--- src/rtl/instr_fetch_pkg.sv ---
// Shared definitions for the instruction fetch sequencer: FSM state encodings,
// instruction word field layout and the default HALT opcode.
package instr_fetch_pkg;

   localparam int unsigned INS_W    = 16;
   localparam int unsigned OPCODE_W = 4;

   // Fetch sequencer states
   typedef enum logic [1:0] {
      ST_IDLE = 2'd0,
      ST_REQ  = 2'd1,
      ST_LOAD = 2'd2,
      ST_EXEC = 2'd3
   } state_t;

   // Instruction word layout: opcode 15:12, DR 11:8, SA 7:4, SB 3:0
   typedef struct packed {
      logic [3:0] opcode;
      logic [3:0] dr;
      logic [3:0] sa;
      logic [3:0] sb;
   } insn_t;

   localparam logic [OPCODE_W-1:0] HALT_OPCODE_DEF = 4'hF;

   // Extract the opcode field from a raw instruction word
   function automatic logic [OPCODE_W-1:0] opcode_of(input logic [INS_W-1:0] word);
      insn_t insn;
      insn = insn_t'(word);
      return insn.opcode;
   endfunction

endpackage

--- src/rtl/instr_fetch_pc_reg.sv ---
// PC register for the fetch sequencer.
// Ports: clk, reset (sync, active-high), inc_en (pc+1, wraps), load_en (pc<=load_val,
// has priority over inc_en), load_val, pc.
module instr_fetch_pc_reg #(
   parameter int unsigned PC_W = 8
) (
   input  logic            clk,
   input  logic            reset,
   input  logic            inc_en,
   input  logic            load_en,
   input  logic [PC_W-1:0] load_val,
   output logic [PC_W-1:0] pc
);

   always_ff @(posedge clk) begin
      if (reset) begin
         pc <= '0;
      end else if (load_en) begin
         pc <= load_val;
      end else if (inc_en) begin
         pc <= pc + PC_W'(1);
      end
   end

endmodule

--- src/rtl/instr_fetch.sv ---
// Instruction fetch sequencer: holds the PC, reads instruction words from program
// memory over a req/ack handshake, presents them on ins with a one-cycle IL strobe,
// then waits for ex_done (optionally with a jump) before the next fetch. HALT
// opcode returns to IDLE after its load.
// Ports: clk_main, reset (sync, active-high), start; mem_req/mem_addr/mem_rdata/mem_ack
// memory read port; ins/IL instruction register load; ex_done/pc_load/pc_target from
// the datapath; pc, busy, fetch_err status.
// Optional: IFETCH_TIMEOUT_EN adds a TIMEOUT_CYC-cycle mem_ack watchdog driving the
// sticky fetch_err flag; without it REQ waits indefinitely and fetch_err is 0.
module instr_fetch
   import instr_fetch_pkg::*;
#(
   parameter int unsigned          PC_W        = 8,
   parameter logic [OPCODE_W-1:0]  HALT_OPCODE = HALT_OPCODE_DEF
`ifdef IFETCH_TIMEOUT_EN
   ,
   parameter int unsigned          TIMEOUT_CYC = 16
`endif
) (
   input  logic             clk_main,
   input  logic             reset,
   input  logic             start,
   output logic             mem_req,
   output logic [PC_W-1:0]  mem_addr,
   input  logic [INS_W-1:0] mem_rdata,
   input  logic             mem_ack,
   output logic [INS_W-1:0] ins,
   output logic             IL,
   input  logic             ex_done,
   input  logic             pc_load,
   input  logic [PC_W-1:0]  pc_target,
   output logic [PC_W-1:0]  pc,
   output logic             busy,
   output logic             fetch_err
);

   state_t state;
   logic   pc_inc;
   logic   pc_jump;

`ifdef IFETCH_TIMEOUT_EN
   localparam int unsigned TO_W = $clog2(TIMEOUT_CYC + 1);
   logic [TO_W-1:0] to_cnt;
`endif

   // PC advances in LOAD; jump only when the datapath completes in EXEC
   assign pc_inc  = (state == ST_LOAD);
   assign pc_jump = (state == ST_EXEC) && ex_done && pc_load;

   instr_fetch_pc_reg #(
      .PC_W (PC_W)
   ) u_pc_reg (
      .clk      (clk_main),
      .reset    (reset),
      .inc_en   (pc_inc),
      .load_en  (pc_jump),
      .load_val (pc_target),
      .pc       (pc)
   );

   // pc is already a register, so the address is stable for the whole REQ phase
   assign mem_addr = pc;

   // Fetch FSM; outputs are registered alongside the state transitions
   always_ff @(posedge clk_main) begin
      if (reset) begin
         state   <= ST_IDLE;
         ins     <= '0;
         IL      <= 1'b0;
         mem_req <= 1'b0;
         busy    <= 1'b0;
`ifdef IFETCH_TIMEOUT_EN
         fetch_err <= 1'b0;
         to_cnt    <= '0;
`endif
      end else begin
         IL <= 1'b0;
         case (state)
            ST_IDLE: begin
               if (start) begin
                  state   <= ST_REQ;
                  mem_req <= 1'b1;
                  busy    <= 1'b1;
`ifdef IFETCH_TIMEOUT_EN
                  fetch_err <= 1'b0;
                  to_cnt    <= '0;
`endif
               end
            end
            ST_REQ: begin
               if (mem_ack) begin
                  ins     <= mem_rdata;
                  IL      <= 1'b1;
                  mem_req <= 1'b0;
                  state   <= ST_LOAD;
               end
`ifdef IFETCH_TIMEOUT_EN
               else if (to_cnt == TO_W'(TIMEOUT_CYC - 1)) begin
                  mem_req   <= 1'b0;
                  busy      <= 1'b0;
                  fetch_err <= 1'b1;
                  state     <= ST_IDLE;
               end else begin
                  to_cnt <= to_cnt + TO_W'(1);
               end
`endif
            end
            ST_LOAD: begin
               // ins was captured on entry to LOAD, so its opcode is valid here
               if (opcode_of(ins) == HALT_OPCODE) begin
                  state <= ST_IDLE;
                  busy  <= 1'b0;
               end else begin
                  state <= ST_EXEC;
               end
            end
            ST_EXEC: begin
               if (ex_done) begin
                  state   <= ST_REQ;
                  mem_req <= 1'b1;
`ifdef IFETCH_TIMEOUT_EN
                  to_cnt  <= '0;
`endif
               end
            end
            default: begin
               state   <= ST_IDLE;
               mem_req <= 1'b0;
               busy    <= 1'b0;
            end
         endcase
      end
   end

`ifndef IFETCH_TIMEOUT_EN
   assign fetch_err = 1'b0;
`endif

endmodule

--- config.mk ---
export PLATFORM = sky130hd
export DESIGN_NAME = instr_fetch
export DESIGN_NICKNAME = d
export VERILOG_FILES = /design/src/rtl/instr_fetch_pkg.sv /design/src/rtl/instr_fetch_pc_reg.sv /design/src/rtl/instr_fetch.sv
export SDC_FILE = /design/constraint.sdc
export NUM_CORES = 1
export LEC_CHECK = 0
export BUFFER_PORTS_ARGS = -buffer_cell sky130_fd_sc_hd__buf_2
export CORE_ASPECT_RATIO = 1.1
export CORE_UTILIZATION = 49
export DETAILED_ROUTE_END_ITERATION = 10
export HOLD_SLACK_MARGIN = 0.1
export PLACE_DENSITY = 0.87
export SKIP_LAST_GASP = 1
export SLEW_MARGIN = 20
export SYNTH_ARGS = -nofsm -noshare
export SYNTH_HDL_FRONTEND = slang
export SYNTH_HIERARCHICAL = 1
export SYNTH_SLANG_ARGS = --single-unit
--- constraint.sdc ---
create_clock -name clk_main -period 5.1 [get_ports clk_main]
set_input_delay 0.255 -clock clk_main [delete_from_list [all_inputs] [get_ports clk_main]]
set_output_delay 0.255 -clock clk_main [all_outputs]
set_load 0.01 [all_outputs]
==> reports/results.ini <==
[clocking]
cts-root-buf=clkbuf_4
cts.sinks=29
cts_made_buffers=5
clkTransAtPathRegs_ns=0.09
ctsResizeCount=0
post_cts_buffers=0
cts_max_level=2
hold_buffers=0
clk-insertion-delay-late_ns=0.33
cts_tree=yes
clk_path_buf_depth=2

[final_layout]
post-route-util=0.6368
nNetsFinal=261
drive_gt1_frac=0.3230
fin_cells=259
syn2layout_area_growth_pct=23.76
fillers=259
n_antenna_cell=0

[timing]
hold_violations=0
min_period_ns=1.922
whs_ns=0.1537
max_slew_margin=0.6216
fin_skew_ns=0.006960
slew_violations=0
setup_viol=0
grt_setup_unrepaired=false
period_share=0.3769
fin_setup_tns_ns=0
worst_slew_pin_slew_ns=0.5675
layout_setup_ws_ns=3.178
timing.fmax_mhz=520.3

[pwr]
cellPowerDensity_mw_per_mm2=329.1
switching_share=0.2804
pwr-share-comb=0.204
p_clk_frac=0.342
p_sw_uw=161.8
peakVddDrop_mv=0.3016
power.leakage_uw=0.0008081
p_seq_frac=0.453
internal-power_uw=415.2

[synthesis]
synth.area.top_cells=dfxtp_1 41%, nand2_1 9.5%, a21oi_1 7.8%
synth_largest_area_cell=dfxtp_1
synthCells=171
netlist_area_mm2=0.001416
synth_seq_area_share=0.4099
async_flop_share=0
syn_avg_cell_area_um2=8.283
muxShareOfSynthArea=0.02208
ys_warn_count=6
synth-compound-area-share=0.1625
synthAdderAreaFrac=0.05300
synth_top_cells_by_count=36 x nand2_1, 29 x dfxtp_1, 22 x a21oi_1, 10 x buf_4, 7 x nor2_1
synth_xor_area_frac=0.02473
synthSimpleGateAreaFrac=0.2314
synth_top_area_frac=0.4099
synth_edf_count=0
ys_seq_elements=29
yosysUniqueCellTypes=34
synth_flop_cell=dfxtp_1
synth.most_common_cell=nand2_1
synth_top_family_by_area=simple AND/OR/NAND/NOR gates
syn-num-nets=207

[worst_setup_path]
endpoint_kind=flip-flop
critPathArrivalTime_ns=2.18
start_kind=flip-flop
cpPeakStageDelay_ns=0.47
crit_fanout=14
critPathSlowestCell=or4_1
crit_type=reg2reg
worst-path-buf-inv=1
cp_cell_sequence=inv_1 -> ha_1 -> or3b_1 -> or4_1 -> o211ai_1
critPathTopFamily=simple AND/OR/NAND/NOR gates
critPathRequiredTime_ns=5.36
rrSetupSlack_ns=3.18

[detailed_routing]
dr.pass1.iters=4
met2_length_um=1403
vias=1333
drc_errors=0
ant_nets=0
highest_layer=met4
viasPerCell=5.147
route.met3.wl_um=221
wl_met1_um=1306
avgRoutedWirePerCell_um=11.52
wl_um=2983
drt_first_iter_violations=34

[place]
place_ws_ns=3.193
place_congestion=0.7856
io_buffer_count=64
hpwl_um=2147
place_inst=251

[floorplanning]
ios=66
die_area_mm2=0.003110
core_area_mm2=0.002753
die_h_um=58.39
die_x_um=53.26
initial_core_util=0.5145
row_count=20

[global_route]
grt_pass1_vias=1212
antenna_found_initial=0
track_usage=0.2149
grt_overflow=0
grt_first_pass_wirelength_um=4864
grt_max_degree=33

[flow_run]
max_cap_violations=0

[worst_hold_path]
min_path_type=in2reg

[status]
outcome=complete, no violations

[worst reg2reg max path, stage by stage, from the launching register on]
cell      delay, ns
dfxtp_1        0.35
inv_1          0.11
ha_1           0.43
or3b_1         0.40
or4_1          0.47
o211ai_1       0.10
[worst paths after layout]
kind                                    start  cells past startpoint              to
worst min register to register         ins[7]                      2          ins[7]
worst max register to register       state[0]                      5  u_pc_reg/pc[7]
worst min-delay path            mem_rdata[10]                      3         ins[10]
worst max-delay path                 state[0]                      5  u_pc_reg/pc[7]
[power groups by stage]
stage	Clock, µW	Combinational [µW]	Sequential [µW]
2_1_floorplan	0	71.7	274
3_3_place_gp	0	117	266
3_5_place_dp	0	118	267
4_1_cts	202	119	262
5_1_grt	212	136	264
6_report	198	118	261
[flip-flops by register name, indices dropped and copies added, names as in the netlist]
register / count
u_pc_reg/pc: 8
state: 2
mem_req: 1
IL: 1
ins: 16
busy: 1
[cell families after synthesis]
group	Yosys count
xor gates and xnor gates	4
AOI/OAI and AO/OA	38
and+or+nand+nor	67
muxes	3
DFF	29
other	1
buffers and inverters	23
adders and majority gates	6
[per-stage QoR]
step	cell area, µm²	total power, µW
final	1753	576.9
after global routing	1753	612.1
after CTS	1753	583.4
after detailed placement	1668	385.2
after global placement	1668	382.8
after floorplan	1416	345.5
[per-layer routing]
| layer | track usage | vias up |
|---|---|---|
| li1 | - | 690 |
| met1 | 0.2233 | 585 |
| met2 | 0.3732 | 52 |
| met3 | 0.08786 | 6 |
| met4 | 0.09023 | 0 |
| met5 | 0 | - |
[area by class of cell]
class / count / area, µm² / area share
tap: 33 / 41.29 / 0.02355
inverter: 6 / 22.52 / 0.01285
multi-input combinational: 119 / 703.2 / 0.4011
clock inverter: 1 / 30.03 / 0.01713
timing repair buffer: 64 / 320.3 / 0.1827
clock buffer: 7 / 55.05 / 0.03141
sequential: 29 / 580.6 / 0.3312
[cells in the final DEF, fill, tap and decap left out, drive strengths merged]
cell / synthesis / routed
buf: 12 / 64
o311ai: 2 / 2
nor2: 7 / 7
and3: 1 / 1
bufinv: 0 / 1
o21ai: 2 / 2
nor3: 1 / 1
nor2b: 3 / 3
mux2: 1 / 1
conb: 1 / 1
nor3b: 3 / 3
or3b: 1 / 1
xor2: 4 / 4
nand3: 3 / 3
o211ai: 5 / 5
dfxtp: 29 / 29
a21oi: 22 / 22
a211oi: 3 / 3
or4: 5 / 5
o31a: 1 / 1
clkbuf: 5 / 7
and2: 1 / 1
o41ai: 1 / 1
nand4: 4 / 4
ha: 6 / 6
nand2b: 1 / 1
inv: 6 / 6
nand2: 36 / 36
o21a: 1 / 1
mux2i: 2 / 2
o31ai: 1 / 1
and2b: 1 / 1
No activity file was read; power rests on OpenSTA's default activity.
